`src/rtl/seq_divider_if.sv`:
```
// Handshake and operand bus between the control unit and the iterative divider.
interface seq_divider_if #(
   parameter int WIDTH = 32
);
   logic             start;
   logic [1:0]       op;
   logic [WIDTH-1:0] dividend;
   logic [WIDTH-1:0] divisor;
   logic             busy;
   logic             done;
   logic [WIDTH-1:0] result;

   modport master (
      output start, op, dividend, divisor,
      input  busy, done, result
   );

   modport slave (
      input  start, op, dividend, divisor,
      output busy, done, result
   );
endinterface

```
`src/rtl/seq_divider.sv`:
```
// Iterative restoring divider for DIV/DIVU/REM/REMU: one quotient bit per clock,
// fixed WIDTH+1 cycle latency from accepted start to the done pulse.
module seq_divider #(
   parameter int WIDTH = 32,
   parameter int CNT_W = 6
) (
   input  logic         clk,
   input  logic         rst_n,
   seq_divider_if.slave bus
);

   typedef enum logic [1:0] {
      IDLE = 2'd0,
      CALC = 2'd1,
      FIN  = 2'd2
   } state_t;

   state_t r_state;
   state_t w_nextState;

   logic [WIDTH-1:0] r_rem;
   logic [WIDTH-1:0] r_quo;
   logic [WIDTH-1:0] r_divAbs;
   logic [WIDTH-1:0] r_result;
   logic [CNT_W-1:0] r_count;
   logic             r_qNeg;
   logic             r_rNeg;
   logic             r_isRem;
   logic             r_divZero;
   logic             r_done;

   logic             w_signedOp;
   logic             w_dividendNeg;
   logic             w_divisorNeg;
   logic [WIDTH-1:0] w_dividendAbs;
   logic [WIDTH-1:0] w_divisorAbs;
   logic [WIDTH:0]   w_remShift;
   logic [WIDTH:0]   w_trial;
   logic [WIDTH-1:0] w_quoFinal;
   logic [WIDTH-1:0] w_remFinal;

   // Operand conditioning: signed ops work on magnitudes; the most-negative value
   // negates to itself, which reads correctly as unsigned 2^(WIDTH-1).
   assign w_signedOp    = ~bus.op[0];
   assign w_dividendNeg = w_signedOp & bus.dividend[WIDTH-1];
   assign w_divisorNeg  = w_signedOp & bus.divisor[WIDTH-1];
   assign w_dividendAbs = w_dividendNeg ? -bus.dividend : bus.dividend;
   assign w_divisorAbs  = w_divisorNeg ? -bus.divisor : bus.divisor;

   // One restoring step: shift the next dividend bit into the partial remainder
   // and try to subtract the divisor with one extra bit to catch the borrow.
   assign w_remShift = {r_rem, r_quo[WIDTH-1]};
   assign w_trial    = w_remShift - {1'b0, r_divAbs};

   // Sign fix-up; divide-by-zero forces an all-ones quotient regardless of signs,
   // while the remainder path naturally restores the original dividend.
   assign w_quoFinal = r_divZero ? {WIDTH{1'b1}} : (r_qNeg ? -r_quo : r_quo);
   assign w_remFinal = r_rNeg ? -r_rem : r_rem;

   // State register
   always_ff @(posedge clk or negedge rst_n) begin
      if (!rst_n) begin
         r_state <= IDLE;
      end else begin
         r_state <= w_nextState;
      end
   end

   // Next-state logic: IDLE -> CALC on start, WIDTH iterations, one FIN cycle
   always_comb begin
      w_nextState = r_state;
      case (r_state)
         IDLE: if (bus.start) w_nextState = CALC;
         CALC: if (r_count == CNT_W'(1)) w_nextState = FIN;
         FIN:  w_nextState = IDLE;
         default: w_nextState = IDLE;
      endcase
   end

   // Outputs: busy follows the state, done and result come from registers
   always_comb begin
      bus.busy   = (r_state != IDLE);
      bus.done   = r_done;
      bus.result = r_result;
   end

   // Datapath: latch operands on start, iterate in CALC, register the result in FIN
   always_ff @(posedge clk or negedge rst_n) begin
      if (!rst_n) begin
         r_rem     <= '0;
         r_quo     <= '0;
         r_divAbs  <= '0;
         r_result  <= '0;
         r_count   <= '0;
         r_qNeg    <= 1'b0;
         r_rNeg    <= 1'b0;
         r_isRem   <= 1'b0;
         r_divZero <= 1'b0;
      end else begin
         case (r_state)
            IDLE: begin
               if (bus.start) begin
                  r_rem     <= '0;
                  r_quo     <= w_dividendAbs;
                  r_divAbs  <= w_divisorAbs;
                  r_qNeg    <= w_dividendNeg ^ w_divisorNeg;
                  r_rNeg    <= w_dividendNeg;
                  r_isRem   <= bus.op[1];
                  r_divZero <= (bus.divisor == '0);
                  r_count   <= CNT_W'(WIDTH);
               end
            end
            CALC: begin
               if (!w_trial[WIDTH]) begin
                  r_rem <= w_trial[WIDTH-1:0];
                  r_quo <= {r_quo[WIDTH-2:0], 1'b1};
               end else begin
                  r_rem <= w_remShift[WIDTH-1:0];
                  r_quo <= {r_quo[WIDTH-2:0], 1'b0};
               end
               r_count <= r_count - CNT_W'(1);
            end
            FIN: begin
               r_result <= r_isRem ? w_remFinal : w_quoFinal;
            end
            default: begin
               r_count <= '0;
            end
         endcase
      end
   end

   // Done pulses for exactly the cycle after FIN
   always_ff @(posedge clk or negedge rst_n) begin
      if (!rst_n) begin
         r_done <= 1'b0;
      end else begin
         r_done <= (r_state == FIN);
      end
   end

endmodule

```
`src/flat_wrapper.sv`:
```
// flat-port wrapper written by rule: the top's interface ports become plain ports
module seq_divider_flat 
#(
   parameter int WIDTH = 32,
   parameter int CNT_W = 6
)
  (clk, rst_n, bus_start, bus_op, bus_dividend, bus_divisor, bus_busy, bus_done, bus_result);
  seq_divider_if #(.WIDTH(WIDTH)) bus_i ();
  input  logic clk;
  input  logic rst_n;
  input wire logic [$bits(bus_i.start)-1:0] bus_start;
  input wire logic [$bits(bus_i.op)-1:0] bus_op;
  input wire logic [$bits(bus_i.dividend)-1:0] bus_dividend;
  input wire logic [$bits(bus_i.divisor)-1:0] bus_divisor;
  output wire logic [$bits(bus_i.busy)-1:0] bus_busy;
  output wire logic [$bits(bus_i.done)-1:0] bus_done;
  output wire logic [$bits(bus_i.result)-1:0] bus_result;
  assign bus_i.start = bus_start;
  assign bus_i.op = bus_op;
  assign bus_i.dividend = bus_dividend;
  assign bus_i.divisor = bus_divisor;
  assign bus_busy = bus_i.busy;
  assign bus_done = bus_i.done;
  assign bus_result = bus_i.result;
  seq_divider #(.WIDTH(WIDTH), .CNT_W(CNT_W)) u_core (.clk(clk), .rst_n(rst_n), .bus(bus_i));
endmodule
```
`config.mk`:
```
export PLATFORM = sky130hd
export DESIGN_NAME = seq_divider_flat
export DESIGN_NICKNAME = d
export VERILOG_FILES = /design/src/rtl/seq_divider_if.sv /design/src/rtl/seq_divider.sv /design/src/flat_wrapper.sv
export SDC_FILE = /design/constraint.sdc
export NUM_CORES = 1
export LEC_CHECK = 0
export CORE_MARGIN = 10
export CORE_UTILIZATION = 60
export DETAILED_ROUTE_END_ITERATION = 6
export PLACE_DENSITY = 0.95
export SKIP_LAST_GASP = 1
export SYNTH_ARGS = -nofsm -noshare
export SYNTH_HDL_FRONTEND = slang
export SYNTH_SLANG_ARGS = --single-unit
export TNS_END_PERCENT = 100
```
`constraint.sdc`:
```
create_clock -name clk -period 9 [get_ports clk]
set_clock_uncertainty 0.2 [all_clocks]
set_input_delay 1.35 -clock clk [delete_from_list [all_inputs] [get_ports clk]]
set_output_delay 1.35 -clock clk [all_outputs]
set_load 0.005 [all_outputs]
```
==> results.toml, run 1 <==
[placement]
gp_congestion = 0.980
place_ws_ns = 3.72
port_buffers = 102
place_hpwl_um = 21600
post-place-cells = 1460

[sta]
setup_ws_ns = 4.13
hold_viol = 0
setup_violations = 0
rsz0062_at_grt = "no"
slew_viol_final = 0
tightest_slew_ns = 1.25
finalCritPeriodShare_pct = 54.1
setup_tns_ns = 0
maxSlewHeadroom_pct = 16.6
period_minus_slack_ns = 4.87
max_freq_mhz = 205

[logic_synthesis]
synthTopCellsByArea = "dfrtp_1 34%, xor2_1 7.1%, o21ai_0 6.8%"
ys_top_cells_by_count = "141 x dfrtp_1, 139 x o21ai_0, 129 x nand2_1"
synth_top_area_share_pct = 34.5
synthDistinctLibCells = 60
postSynth.asyncResetShare_pct = 100
synth.avg_cell_area_um2 = 8.50
yosysSeqAreaShare_pct = 34.5
synth.largest_area_cell = "dfrtp_1"
synth_seq_cells = 141
synth_most_common_cell = "dfrtp_1"
syn_nets = 1312
synth_edf_count = 0
ys_warn_count = 0
synth_area_um2 = 10200
synth_ff_type = "dfrtp_1"
netlist_instances = 1204

[worst_setup_path]
cp.required_ns = 9.12
critPathArrivalTime_ns = 4.99
start_kind = "primary input"
path_max_fanout = 5
path_class = "in2reg"
crit_path_end_kind = "flip-flop"

[power]
p_per_area_nw_per_um2 = 290
finalPower_mw = 3.45
power_leakage_nw = 5.05
irDropWorstVdd_uv = 209

[global_routing]
grt_pass1_vias = 9460
grt_max_degree = 80
grt_overflow_total = 0
antenna_found_initial = 0
grt.total_usage_pct = 26.3
grt_first_pass_wirelength_um = 48400

[floorplan]
start_util_pct = 61.5
row_count = 47
io_pins = 103
die_w_um = 151
die_area_um2 = 22700
core-area_um2 = 16600
die_y_um = 151

[cts]
cts_resized = 0
h-tree-depth = 4
cts.path.max_buffers = 2
clkTransAtPathRegs_ns = 0.06
cts_sinks = 141
numCtsBuffers = 17
postCtsHoldBufs = 0
cts_root_buf = "clkbuf_16"
cts_setup_buffers = 0
cts_tree = "yes"
clkLatencyLatePin_ns = 0.44

[layout]
instances_no_fill = 1492
syn2layout_area_growth_pct = 16.3
drive_above_1_share_pct = 4.64
nNetsFinal = 1367
diodes = 0

[drt]
drcViolationCount = 0
via_per_inst = 6.57
drtIter0Drc = 1222
firstDrtPassIters = 6
wl_per_cell_um = 19.9
detail-route-antenna-nets = 0
num_vias = 9805
drt_wl_total_um = 29800

[hold_path]
hold_class = "reg2reg"

[outcome]
status = "finished clean"

[flow_run]
max_cap_violations = 0
registers in the layout, summed over array words and instances (netlist names), 2 cells and up:
name / count
u_core.r_count: 6
u_core.r_rem: 32
u_core.r_quo: 32
u_core.r_divAbs: 32
u_core.bus.result: 32
u_core.r_state: 2
critical path, cell delays in order:
cell	delay, ns
clkdlybuf4s50_1	0.46
nor4_1	0.48
nor4b_1	0.83
nand3b_1	0.23
nor3_1	0.59
nand2_1	0.19
o41ai_1	0.37
xor2_1	0.22
a21oi_1	0.09
o22a_1	0.18
final cells by class:
type	count	area, um2
multi-input cells	930	6220
fillers	1235	4740
flip-flops and latches	141	3530
repair buffers	108	1070
clock buffers	17	425
well taps	220	275
inverters	61	229
clock inverters	15	151
worst paths after layout:
check,startpoint,endpoint,slack (ns),depth (start not counted)
max,bus_dividend[5],u_core.r_quo[29],4.13,10
min,u_core.bus.result[13],u_core.bus.result[13],0.27,1
max reg2reg,u_core.r_quo[31],u_core.r_rem[27],4.37,13
min reg2reg,u_core.bus.result[13],u_core.bus.result[13],0.27,1
max in group asynchronous,rst_n,u_core.bus.result[15],6.58,2
min in group asynchronous,rst_n,u_core.r_divAbs[21],0.74,1
metal layers:
metal | wire (um) | track usage [%] | part of all wire, %
met2 | 13800 | 41.1 | 46
met4 | 1130 | 11.2 | 3.8
met1 | 11700 | 33.7 | 39
met5 | 0 | 0 | 0
met3 | 3110 | 7.05 | 10
placed cells by master (no fill, tap or decap), types with 10 or more instances in the layout:
cell and instances:
dfrtp_1 141, o21ai_0 139, nand2_1 129, clkdlybuf4s50_1 101, xor2_1 83, xnor2_1 62, inv_1 61, a21oi_1 61
nor2_1 48, a21o_1 45, ha_1 38, a221oi_1 33, o31ai_1 31, a22oi_1 29, nor3_1 21, mux2i_1 21
clkbuf_16 17, nand3_1 14, nor2b_1 13, or4_1 13, nor4_1 12, a31oi_1 11, or3_1 11, o41ai_1 11
a32oi_1 10
logic make-up (layout without fill, tap and decap cells):
kind of cell,after synthesis,after routing,share of synthesized area [%]
fa+ha+maj,39,39,4.84
mux,21,21,2.05
xor+xnor,145,145,12.4
simple gates,308,308,14.5
flops,141,141,34.5
buf+inv,133,201,4.90
compound gates,417,417,26.8
metrics by stage:
step | util, % | instance area, um2 | hold WS [ns]
after floorplan | - | 10200 | 0.250
after global placement | 68.0 | 11300 | 0.261
after detailed placement | 68.0 | 11300 | 0.265
after CTS | 71.5 | 11900 | 0.279
after global routing | 71.5 | 11900 | 0.288
final | 71.5 | 11900 | 0.275
where the power goes:
part / switching [mW] / leakage [nW] / internal (mW)
sequential: 0.355 / 1.76 / 0.805
combinational: 0.884 / 3.01 / 0.704
clock: 0.309 / 0.280 / 0.390
total: 1.55 / 5.05 / 1.90
No activity file was read; power rests on OpenSTA's default activity.
==> run 2, diff against run 1 <==
--- a/config.mk
+++ b/config.mk
@@ -6,9 +6,9 @@
 export NUM_CORES = 1
 export LEC_CHECK = 0
 export CORE_MARGIN = 10
-export CORE_UTILIZATION = 60
+export CORE_UTILIZATION = 53
 export DETAILED_ROUTE_END_ITERATION = 6
-export PLACE_DENSITY = 0.95
+export PLACE_DENSITY = 0.9
 export SKIP_LAST_GASP = 1
 export SYNTH_ARGS = -nofsm -noshare
 export SYNTH_HDL_FRONTEND = slang
==> constraint.sdc (replaced) <==
create_clock -name clk -period 4.07 [get_ports clk]
set_clock_uncertainty 0.2 [all_clocks]
set_input_delay 0.6105 -clock clk [delete_from_list [all_inputs] [get_ports clk]]
set_output_delay 0.6105 -clock clk [all_outputs]
set_load 0.005 [all_outputs]
==> results.toml, run 2 (synthesis results as in run 1) <==
[power]
combPwrFrac_pct = 47.8
p_per_area_nw_per_um2 = 646
netSwitchingFraction_pct = 43.2
intPower_mw = 4.46
power.net_switching_mw = 3.40
seqPwrFrac_pct = 31.5
power_leakage_nw = 5.18
irDropWorstVdd_uv = 423
p_clk_share_pct = 20.7

[layout]
fin_area_um2 = 12200
layout_common_cells = "141 x dfrtp_1, 139 x o21ai_0, 129 x nand2_1"
diodes = 0
fillers = 1495
layout_commonest_cell = "dfrtp_1"
syn2layout_area_growth_pct = 18.9
ff_latch_area_um2 = 3530
nNetsFinal = 1390
multiInputGateArea_um2 = 6220
drive_above_1_share_pct = 6.10

[flow_run]
max_cap_violations = 0

[floorplan]
row_count = 50
start_util_pct = 54.3
io_pins = 103
die_y_um = 159
core-area_um2 = 18800
die_area_um2 = 25300
die_w_um = 159

[cts]
clkLatencyLatePin_ns = 0.44
cts_setup_buffers = 0
numCtsBuffers = 17
postCtsHoldBufs = 0
cts.path.max_buffers = 2
cts_tree = "yes"
h-tree-depth = 4
cts_resized = 0
cts_sinks = 141
cts_root_buf = "clkbuf_16"
clkTransAtPathRegs_ns = 0.06

[drt]
detail-route-antenna-nets = 0
drt_wl_total_um = 30200
drcViolationCount = 2
firstDrtPassIters = 7
dr_wl_met2_um = 14400
num_vias = 9811
top_layer = "met4"
wl_per_cell_um = 19.4
via_per_inst = 6.31
met1_length_um = 12000
drtIter0Drc = 1096
dr_wl_met3_um = 2770

[sta]
slew_viol_final = 0
hold_viol = 0
holdWs_ns = 0.0923
period_minus_slack_ns = 3.82
rsz0062_at_grt = "no"
tightest_slew_ns = 1.25
finalCritPeriodShare_pct = 93.9
max_freq_mhz = 262
setup_tns_ns = 0
maxSlewHeadroom_pct = 17.0
setup_violations = 0

[placement]
gp_congestion = 0.948
port_buffers = 102
place_hpwl_um = 22100
place_area_um2 = 11600

[worst_setup_path]
path_class = "reg2reg"
critPathArrivalTime_ns = 3.99
start_kind = "flip-flop"
crit_path_end_kind = "flip-flop"
path_max_fanout = 17
cp.required_ns = 4.24

[global_routing]
grt_first_pass_wirelength_um = 49100
grt.total_usage_pct = 23.3
antenna_found_initial = 0
grt_pass1_vias = 9359
grt_overflow_total = 0
grt_max_degree = 97

[hold_path]
hold_class = "in2async"

[outcome]
failed_checks = "DRC"
status = "finished, violations left"
==> run 2: changes by cell type in the layout (fill, tap and decap cells not counted), sizes merged <==
cell      change
clkinv        +2
clkinvlp      -1
clkbuf        +6
bufinv        +2
buf          +23
inv           -9
==> run 2: power by group through the flow <==
stage	Combinational (mW)	Clock [mW]	Sequential, mW
6_report	3.76	1.62	2.47
2_1_floorplan	2.74	0	2.19
4_1_cts	3.69	1.62	2.43
5_1_grt	4.15	1.69	2.50
3_5_place_dp	3.62	0	2.44
3_3_place_gp	3.52	0	2.41
==> run 2: worst max-delay path: stages (launching register included) <==
cell	delay, ns
dfrtp_1	0.37
inv_1	0.08
ha_1	0.21
fa_1	0.39
nand2b_1	0.17
a21oi_1	0.20
o21ai_0	0.17
a211oi_1	0.46
o211ai_1	0.21
and4_1	0.22
or2_2	0.42
or4_1	0.56
nand3_1	0.09
==> run 2: metrics by stage <==
stage	std cells	util (%)	setup WS [ns]	power, mW
floorplan	1204	-	0.534	4.94
global placement	1523	61.3	0.289	5.93
detailed placement	1523	61.3	0.260	6.06
CTS	1555	64.6	0.336	7.74
global route	1555	64.6	0.0328	8.34
finish	1555	64.6	0.249	7.86
==> run 2: layout make-up <==
cell class	instances	share of cell area, %
inverters	61	1.88
repair buffers	131	10.3
multi-input cells	930	51.1
flip-flops and latches	141	29.0
clock inverters	9	1.10
clock buffers	23	3.93
well taps	260	2.67
==> run 2: path summary, 6_finish.rpt <==
| path | cells after the start | end | slack, ns | start |
|---|---|---|---|---|
| setup / recovery | 12 | u_core.r_rem[31] | 0.25 | u_core.r_quo[31] |
| hold / removal | 1 | u_core.r_divAbs[24] | 0.09 | rst_n |
| setup reg to reg | 12 | u_core.r_rem[31] | 0.25 | u_core.r_quo[31] |
| hold reg to reg | 1 | u_core.bus.result[14] | 0.27 | u_core.bus.result[14] |
| max in group asynchronous | 2 | u_core.bus.result[10] | 2.83 | rst_n |
| min in group clk | 1 | u_core.bus.result[14] | 0.27 | u_core.bus.result[14] |
==> run 2: per-layer routing <==
metal / global-route usage [%] / vias to the layer above
met2: 37.6 / 482
met5: 0 / -
met3: 5.50 / 96
li1: - / 4544
met4: 9.60 / 0
met1: 29.3 / 4689
==> run 3, diff against run 2 <==
--- a/config.mk
+++ b/config.mk
@@ -5,7 +5,7 @@
 export SDC_FILE = /design/constraint.sdc
 export NUM_CORES = 1
 export LEC_CHECK = 0
-export CORE_MARGIN = 10
+export CORE_MARGIN = 2
 export CORE_UTILIZATION = 53
 export DETAILED_ROUTE_END_ITERATION = 6
 export PLACE_DENSITY = 0.9
==> results.toml, run 3 (synthesis results as in run 1) <==
[outcome]
status = "finished clean"

[sta]
tightest_slew_ns = 1.21
holdWs_ns = 0.0519
setup_tns_ns = 0
hold_viol = 0
max_freq_mhz = 261
period_minus_slack_ns = 3.83
rsz0062_at_grt = "no"
finalCritPeriodShare_pct = 94.0
slew_viol_final = 0
maxSlewHeadroom_pct = 19.6
setup_violations = 0

[power]
irDropWorstVdd_uv = 427
power_leakage_nw = 5.14
p_per_area_nw_per_um2 = 635

[cts]
cts_root_buf = "clkbuf_16"
cts.path.max_buffers = 2
cts_sinks = 141
clkTransAtPathRegs_ns = 0.06
cts_tree = "yes"
numCtsBuffers = 17
h-tree-depth = 4
clkLatencyLatePin_ns = 0.44

[layout]
instances_no_fill = 1553
layout_commonest_cell = "dfrtp_1"
final_util_pct = 64.3
nNetsFinal = 1388
diodes = 0
drive_above_1_share_pct = 6.11
layout_common_cells = "141 x dfrtp_1, 139 x o21ai_0, 129 x nand2_1"
syn2layout_area_growth_pct = 18.2

[worst_setup_path]
cp_cell_sequence = "ha_1 > a21oi_1 > o21ai_0 > a2111oi_0 > nor2_1 > o221ai_1 > a31oi_1 > or2_2 > or4_1 > nand3_1"
cp.depth = 10
slowest_delay_ns = 0.58
path_delay_family = "compound AO/OA/AOI/OAI gates"
start_kind = "flip-flop"
reg2reg_slack_ns = 0.24
cp.required_ns = 4.23
crit_path_end_kind = "flip-flop"
slowest_stage = "a2111oi_0"
path_class = "reg2reg"
r2r_cells = 10
path_max_fanout = 17
timing.rr.start = "u_core.r_rem[18]"
reg2reg_to = "u_core.r_rem[31]"
cp_num_buf_inv = 0
critPathArrivalTime_ns = 3.99

[drt]
drcViolationCount = 0
num_vias = 9823
drtIter0Drc = 1078
via_per_inst = 6.33
detail-route-antenna-nets = 0
firstDrtPassIters = 6
wl_per_cell_um = 18.8
drt_wl_total_um = 29200

[floorplan]
row_count = 50
die_w_um = 143
core-area_um2 = 18800
die_y_um = 143
start_util_pct = 54.3
die_area_um2 = 20400
io_pins = 103

[hold_path]
hold_class = "in2async"

[placement]
port_buffers = 102
gp_congestion = 0.959
post-place-cells = 1521
place_hpwl_um = 21200

[global_routing]
antenna_found_initial = 0
grt_overflow_total = 0
grt_max_degree = 99
grt_first_pass_wirelength_um = 47500
grt.total_usage_pct = 29.3
grt_pass1_vias = 9244

[flow_run]
max_cap_violations = 0
[run 3: how the worst max path moves through the flow]
stage	to	slack (ns)	start
after floorplan	u_core.r_rem[31]	0.53	u_core.r_quo[31]
after global placement	u_core.r_divAbs[28]	0.30	bus_divisor[10]
after detailed placement	u_core.r_quo[29]	0.23	bus_dividend[2]
after CTS	u_core.r_rem[31]	0.30	u_core.r_quo[31]
after global routing	u_core.r_rem[31]	0.05	u_core.r_rem[18]
final	u_core.r_rem[31]	0.24	u_core.r_rem[18]
[run 3: per-stage QoR]
step	setup WS (ns)	total power [mW]	area, um2
2_1_floorplan	0.534	4.94	10200
3_3_place_gp	0.300	5.87	11500
3_5_place_dp	0.232	6.03	11500
4_1_cts	0.304	7.56	12100
5_1_grt	0.0502	8.16	12100
6_report	0.244	7.68	12100
[run 3: layout make-up]
class / instances / area (um2)
fill: 1460 / 6730
multi-input combinational: 930 / 6220
sequential: 141 / 3530
timing repair buffer: 129 / 1240
clock buffer: 20 / 447
tap: 260 / 325
inverter: 61 / 229
clock inverter: 12 / 113
[run 3: power breakdown]
part / internal, mW / total (mW) / switching, mW
logic: 1.64 / 3.72 / 2.08
clock network: 0.860 / 1.49 / 0.632
registers: 1.78 / 2.47 / 0.689
[run 3: metal layers]
layer	global-route usage, %	share of wire (%)	up-vias
li1	-	-	4527
met1	39.1	41	4635
met2	46.4	46	547
met3	5.53	8.6	114
met4	13.3	4.3	0
met5	0	0	-
[run 3: what timing repair did]
action                     CTS  global route
setup buffers                0             0
hold buffers                 0             0
resized for setup            0             1
setup endpoints to repair    0            13
